<file path="src/rtl/dual_issue_scheduler.sv">
// Dual-issue front-end scheduler: buffers fetched instruction pairs and issues
// up to two per cycle in program order, holding back the younger on hazards.
module dual_issue_scheduler #(
  parameter int DEPTH = 4,
  parameter int W     = 32
) (
  input  logic         clk,
  input  logic         reset,
  input  logic         in_valid,
  input  logic [W-1:0] in_instr0,
  input  logic [W-1:0] in_instr1,
  output logic         in_ready,
  input  logic         flush,
  input  logic         stall,
  output logic         iss0_valid,
  output logic [W-1:0] iss0_instr,
  output logic         iss1_valid,
  output logic [W-1:0] iss1_instr
);

  localparam int AW = $clog2(DEPTH);

  typedef struct packed {
    logic       rdRs;
    logic       rdRt;
    logic [4:0] rs;
    logic [4:0] rt;
    logic [4:0] dst;
    logic       mem;
    logic       br;
    logic       solo;
    logic       isLw;
  } dec_t;

  // A destination of $0 is encoded as "no write" so hazard checks can ignore it.
  function automatic dec_t decode(input logic [31:0] ins);
    dec_t d;
    d    = '0;
    d.rs = ins[25:21];
    d.rt = ins[20:16];
    case (ins[31:26])
      6'b000000: begin d.rdRs = 1'b1; d.rdRt = 1'b1; d.dst = ins[15:11]; end
      6'b100011: begin d.rdRs = 1'b1; d.dst = ins[20:16]; d.mem = 1'b1; d.isLw = 1'b1; end
      6'b101011: begin d.rdRs = 1'b1; d.rdRt = 1'b1; d.mem = 1'b1; end
      6'b000100, 6'b000101: begin d.rdRs = 1'b1; d.rdRt = 1'b1; d.br = 1'b1; end
      6'b001000, 6'b001001, 6'b001100, 6'b001101, 6'b001110: begin
        d.rdRs = 1'b1;
        d.dst  = ins[20:16];
      end
      default: d.solo = 1'b1;
    endcase
    return d;
  endfunction

  function automatic logic readsReg(input dec_t d, input logic [4:0] r);
    return (d.rdRs && d.rs == r) || (d.rdRt && d.rt == r);
  endfunction

  logic [W-1:0]  r_mem [DEPTH];
  logic [AW-1:0] r_head;
  logic [AW-1:0] r_tail;
  logic [AW:0]   r_count;
  logic [4:0]    r_ldRd;
  logic          r_ldV;

  logic [AW-1:0] w_headP1;
  logic [AW-1:0] w_tailP1;
  dec_t          w_dh;
  dec_t          w_dy;
  logic          w_loadUse;
  logic          w_pairBlock;
  logic          w_enq;
  logic [1:0]    w_nDeq;
  logic          w_newLdV;
  logic [4:0]    w_newLdRd;

  assign w_headP1 = r_head + AW'(1);
  assign w_tailP1 = r_tail + AW'(1);
  assign w_dh     = decode(r_mem[r_head][31:0]);
  assign w_dy     = decode(r_mem[w_headP1][31:0]);

  // Issue decision is purely a function of the head pair and the pending load.
  always_comb begin
    w_loadUse   = r_ldV && readsReg(w_dh, r_ldRd);
    w_pairBlock = ((w_dh.dst != 5'd0) && readsReg(w_dy, w_dh.dst))
               || ((w_dh.dst != 5'd0) && (w_dh.dst == w_dy.dst))
               || (w_dh.mem && w_dy.mem)
               || w_dh.br || w_dy.br
               || w_dh.solo || w_dy.solo
               || (r_ldV && readsReg(w_dy, r_ldRd));
    iss0_valid  = (r_count != '0) && !w_loadUse;
    iss1_valid  = iss0_valid && (r_count >= (AW+1)'(2)) && !w_pairBlock;
    iss0_instr  = r_mem[r_head];
    iss1_instr  = r_mem[w_headP1];
    in_ready    = r_count <= (AW+1)'(DEPTH-2);
    w_enq       = in_valid && in_ready && !flush;
    w_nDeq      = {1'b0, iss0_valid} + {1'b0, iss1_valid};
    w_newLdV    = 1'b0;
    w_newLdRd   = 5'd0;
    if (iss1_valid && w_dy.isLw && w_dy.dst != 5'd0) begin
      w_newLdV  = 1'b1;
      w_newLdRd = w_dy.dst;
    end else if (iss0_valid && w_dh.isLw && w_dh.dst != 5'd0) begin
      w_newLdV  = 1'b1;
      w_newLdRd = w_dh.dst;
    end
  end

  always_ff @(posedge clk) begin
    if (w_enq && !reset) begin
      r_mem[r_tail]   <= in_instr0;
      r_mem[w_tailP1] <= in_instr1;
    end
  end

  // Flush beats stall; enqueue still proceeds while the back end is stalled.
  always_ff @(posedge clk) begin
    if (reset) begin
      r_count <= '0;
      r_head  <= '0;
      r_tail  <= '0;
      r_ldV   <= 1'b0;
      r_ldRd  <= 5'd0;
    end else if (flush) begin
      r_count <= '0;
      r_head  <= r_tail;
      r_ldV   <= 1'b0;
    end else begin
      if (w_enq) r_tail <= r_tail + AW'(2);
      if (!stall) begin
        r_head <= r_head + AW'(w_nDeq);
        r_ldV  <= w_newLdV;
        r_ldRd <= w_newLdRd;
      end
      r_count <= r_count + (w_enq ? (AW+1)'(2) : (AW+1)'(0))
                         - (stall ? (AW+1)'(0) : (AW+1)'(w_nDeq));
    end
  end

endmodule

</file>
<file path="config.mk">
export PLATFORM = sky130hd
export DESIGN_NAME = dual_issue_scheduler
export DESIGN_NICKNAME = d
export VERILOG_FILES = /design/src/rtl/dual_issue_scheduler.sv
export SDC_FILE = /design/constraint.sdc
export NUM_CORES = 1
export LEC_CHECK = 0
export BUFFER_PORTS_ARGS = -buffer_cell sky130_fd_sc_hd__buf_2
export CELL_PAD_IN_SITES_DETAIL_PLACEMENT = 1
export CELL_PAD_IN_SITES_GLOBAL_PLACEMENT = 1
export CORE_MARGIN = 4
export CORE_UTILIZATION = 30
export CTS_BUF_LIST = sky130_fd_sc_hd__clkbuf_8
export DETAILED_ROUTE_END_ITERATION = 7
export HOLD_SLACK_MARGIN = 0.06
export PLACE_DENSITY_LB_ADDON = 0.1
export SETUP_SLACK_MARGIN = 0.2
export SLEW_MARGIN = 5
export SYNTH_ARGS = -nofsm -noshare
export SYNTH_HDL_FRONTEND = slang
export SYNTH_SLANG_ARGS = --single-unit
</file>
<file path="constraint.sdc">
create_clock -name clk -period 11.61 [get_ports clk]
set_clock_uncertainty 0.1 [all_clocks]
set_input_delay 1.161 -clock clk [delete_from_list [all_inputs] [get_ports clk]]
set_output_delay 1.161 -clock clk [all_outputs]
set_load 0.01 [all_outputs]
</file>
# [Word-level counts from Yosys, hierarchy flattened]
# Memories as Yosys holds them, arrays and structs flattened. A register that Yosys moved wholly into a read port is not among the register bits.
# Index checks and enable logic that the tools add are counted.
[op_classes] add_sub_neg=7 bitwise_logic=2 n_eq_ne=26 n_reduce_logical=53 muxes=26 magnitude_cmp=2
[op_table] op="$eq 6x4->1 const B" count=10
[op_table] op="$eq 5x5->1" count=7
[op_table] op="$eq 6x3->1 const B" count=4
[op_table] op="$eq 6x6->1 const B" count=4
[op_table] op="$logic_and 1x1->1" count=21
[op_table] op="$pmux 5 s2" count=2
[op_table] op="$reduce_or 10->1" count=2
[op_table] op="$mux 1" count=16
[op_table] op="$logic_not 6->1" count=2
[op_table] op="$mux 2" count=6
[op_table] op="$reduce_or 6->1" count=2
[op_table] op="$logic_or 1x1->1" count=10
[op_table] op="$mux 5" count=2
[op_table] op="$reduce_bool 5->1" count=2
[op_table] op="$reduce_or 2->1" count=5
[op_table] op="$reduce_or 4->1" count=2
[op_table] op="$add 2x1->2 const B" count=2
[op_table] op="$logic_not 1->1" count=4
[op_table] op="$reduce_and 2->1" count=2
[op_table] op="$add 3x2->3" count=1
[op_table] op="$ge 3x2->1 const B" count=1
[op_table] op="$le 3x2->1 const B" count=1
[op_table] op="$reduce_bool 3->1" count=1
[op_table] op="$sub 3x2->3" count=1
[op_table] op="5 further kinds" count=6
[totals] out_inout_bits=67 in_bits=69 word_cells=122 ram_bits=128 reg_bits=13 mem_count=1
[memory_table] name="r_mem" depth=4 width=32 rd=2 rd_ports_with_merged_regs=1 wr=2 line="59" text="logic [W-1:0] r_mem [DEPTH];"

# [Logic depth before layout (Yosys ltp)]
# An unclocked memory read counts as a cell.
[logic_depth] depth_word=23 mapped_depth=21 mapped_depth_nobuf=17

# [Worst setup path after synthesis]
# No wires, ideal clock.
[synth_timing] path_kind="input port to flip-flop" startpoint="in in_valid" endpoint="mem r_mem[2][0], enable pin" stages=3 arrival_ns=6.221 slack_ns=4.711 setup_time_ns=0.578 n_path_buf=0 path_cell_list="nand2_1 or2_2 nor3b_1"
[synth_lines] item="start, declared" line="9" text="input logic in_valid,"
[synth_lines] item="end, declared" line="59"

==> metrics.csv <==
metric,value,unit
outcome,completed,
die_h,164,microns
whs,0.475,ns
synth_area_leaders,"edfxtp_1 52%, mux4_2 20%, dfxtp_1 3.8%",
rr_worst_depth,17,
fp.dieArea,27000,sq um
period_needed,5.62,ns
post-route-period-util,48.4,%
vdd_drop_max,0.0000520,V
place.detailed.hpwl,14700,microns
core,23800,sq um
min_path_cells,2,
synthesis.area,7340,sq um
p_per_area,139,nW/um^2
antenna_found_initial,3,
rsz0062_at_grt,false,
max_cap_violations,0,
numCtsBuffers,17,
grt_max_degree,65,
critPathLaunchType,flop,
core.rowCount,56,
required,10.35,ns
num_vias,4678,
avgSynthCellArea,16.2,sq um
p_leak,2.95,nW
clk_pin_slew_worst_paths,0.09,ns
nets,653,
timing.slew.headroom,35.2,%
final_hold_viol_count,0,
crit_type,reg -> out,
holdPathEnd,r_count[2],
ys_seq_area_share,56.2,%
die_w,164,microns
htreeDepth,4,
synth_ff_type,edfxtp_1,
fmax,178,MHz
ys_warn_count,0,
synth_edf_count,128,
grt_pass1_wl,31600,microns
async_flop_share,0,%
cp_max_fo,23,
min_from,r_count[2],
cts_root_buf,clkbuf_8,
first_iter_violations,274,
ant_nets,0,
worst_pin_slew,0.972,ns
cts_hold_buf,0,
start_util,30.9,%
end_kind,output port,
min_path_type,reg -> reg,
fin_setup_tns,0,ns
wl,20800,microns
synth.distinct_cells,62,
clkSinkCount,142,
io_pins,136,
viasPerCell,5.13,
ys_ff_latch,142,
worst_ep_arrival_time,4.36,ns
drc_errors,0,
syn-num-nets,526,
portBuffers,135,
final.fill_count,2466,
slew_viol_final,0,
grt_use_total,15.9,%
grt_pass1_vias,5270,
gp_congestion,0.824,
clockBufferDepth,2,
area_growth,17.6,%
finalSetupViolations,0,
cts_resized,0,
dr.pass1.iters,4,
reg2reg_setup_slack,6.18,ns
synth_top_area_share,52.4,%
post_cts_buffers,0,
synthesis.instances,452,
post_drt_wl_per_cell,22.8,microns
insertion_delay,0.46,ns
grt_remaining_overflow,0,
drive_above_1_share,45.9,%
cts_tree,done,
timing.rr.end,r_count[2],
yosysTopAreaCell,edfxtp_1,
[cell usage in the layout, fill, tap and decap left out, types with 3 or more instances in the layout]
| cell type | Yosys | final |
|---|---|---|
| buf_2 | 7 | 135 |
| edfxtp_1 | 128 | 128 |
| mux4_2 | 64 | 64 |
| nor2_1 | 22 | 22 |
| xnor2_1 | 21 | 21 |
| xor2_1 | 18 | 18 |
| clkbuf_8 | 1 | 17 |
| inv_1 | 14 | 14 |
| nand3_1 | 14 | 14 |
| a21oi_1 | 12 | 12 |
| nand4_1 | 11 | 11 |
| dfxtp_1 | 14 | 10 |
| nand2b_1 | 7 | 7 |
| nor3_1 | 7 | 6 |
| nand2_1 | 6 | 6 |
| buf_4 | 4 | 6 |
| a2111o_1 | 5 | 5 |
| nand3_2 | 5 | 5 |
| and2_2 | 5 | 5 |
| a211oi_2 | 5 | 5 |
| inv_6 | 0 | 5 |
| o21ai_0 | 4 | 4 |
| ha_1 | 4 | 4 |
| dfxtp_2 | 0 | 4 |
| inv_8 | 0 | 4 |
| clkinv_8 | 0 | 4 |
| or2_2 | 3 | 3 |
| nor4_1 | 3 | 3 |
| a211oi_1 | 3 | 3 |
| and3_1 | 3 | 3 |
| a2111oi_0 | 3 | 3 |
[layout make-up]
class / count / area [sq um] / area share, %
antenna: 1 / 2.50 / 0.0290
clock buffer: 17 / 234 / 2.71
clock inverter: 15 / 166 / 1.93
inverter: 15 / 56.3 / 0.652
multi-input combinational: 262 / 2920 / 33.9
sequential: 142 / 4130 / 47.8
tap: 319 / 399 / 4.63
timing repair buffer: 141 / 721 / 8.35
[registers in the layout, summed over array words and instances, names as in the netlist, named ones only]
name / cells
r_ldRd: 5
r_mem: 128
r_tail: 1
r_head: 2
r_ldV: 1
r_count: 3
[synth_stat cells (4+ instances only)]
| cell | number |
|---|---|
| nand3_2 | 5 |
| mux4_2 | 64 |
| clkbuf_1 | 6 |
| xor2_1 | 18 |
| o21ai_0 | 4 |
| a2111o_1 | 5 |
| nand3_1 | 14 |
| a21oi_1 | 12 |
| a211oi_2 | 5 |
| nor3_1 | 7 |
| buf_2 | 7 |
| buf_4 | 4 |
| nand2b_1 | 7 |
| dfxtp_1 | 14 |
| nand2_1 | 6 |
| ha_1 | 4 |
| buf_1 | 4 |
| and2_2 | 5 |
| nor2_1 | 22 |
| buf_6 | 10 |
| xnor2_1 | 21 |
| inv_1 | 14 |
| edfxtp_1 | 128 |
| nand4_1 | 11 |
[worst max-delay path, stage by stage, from the launching register on]
cell and delay (ns):
dfxtp_2 0.53, buf_4 0.48, mux4_2 0.65, and4b_1 0.51, mux2i_1 0.13, o31ai_1 0.53
nand4_1 0.13, or3_1 0.46, nand3_1 0.14, a41oi_1 0.09, buf_2 0.23
[how the worst max path moves through the flow]
stage          slack [ns]  depth (start not counted)     endpoint
3_3_place_gp         6.34                         18   r_count[2]
4_1_cts              5.88                         10   iss1_valid
2_1_floorplan        4.71                          3  r_mem[2][0]
6_report             5.99                         10   iss1_valid
3_5_place_dp         6.13                         17   r_count[2]
5_1_grt              5.46                         10   iss1_valid
[report_power, final]
group          total (W)  switching (W)  internal, W
clock network   0.000398       0.000235     0.000163
logic           0.000211       0.000123    0.0000874
registers       0.000587      0.0000106     0.000576
[stage by stage]
| step | instances | util [%] | cell area [sq um] | power (W) | setup slack, ns |
|---|---|---|---|---|---|
| final | 912 | 36.3 | 8630 | 0.00120 | 5.99 |
| after global routing | 911 | 36.3 | 8630 | 0.00126 | 5.46 |
| after CTS | 911 | 36.3 | 8630 | 0.00122 | 5.88 |
| after detailed placement | 879 | 34.6 | 8230 | 0.000814 | 6.13 |
| after global placement | 879 | 34.6 | 8230 | 0.000811 | 6.34 |
| after floorplan | 452 | - | 7340 | 0.000738 | 4.71 |
[per-layer routing]
metal,track usage (%),share of wire [%]
met3,4.34,5.0
met5,0,0.11
met1,19.7,42
met2,27.6,51
met4,3.93,0.99
[cell families after synthesis]
| kind of cell | after synthesis | synth area share [%] |
|---|---|---|
| DFF | 142 | 56.2 |
| and+or+nand+nor | 102 | 8.64 |
| muxes | 66 | 19.9 |
| AOI/OAI and AO/OA | 50 | 5.51 |
| buffers and inverters | 48 | 4.16 |
| xor gates and xnor gates | 39 | 4.65 |
| adders and majority gates | 5 | 0.955 |
(Power assumes the default switching activity.)
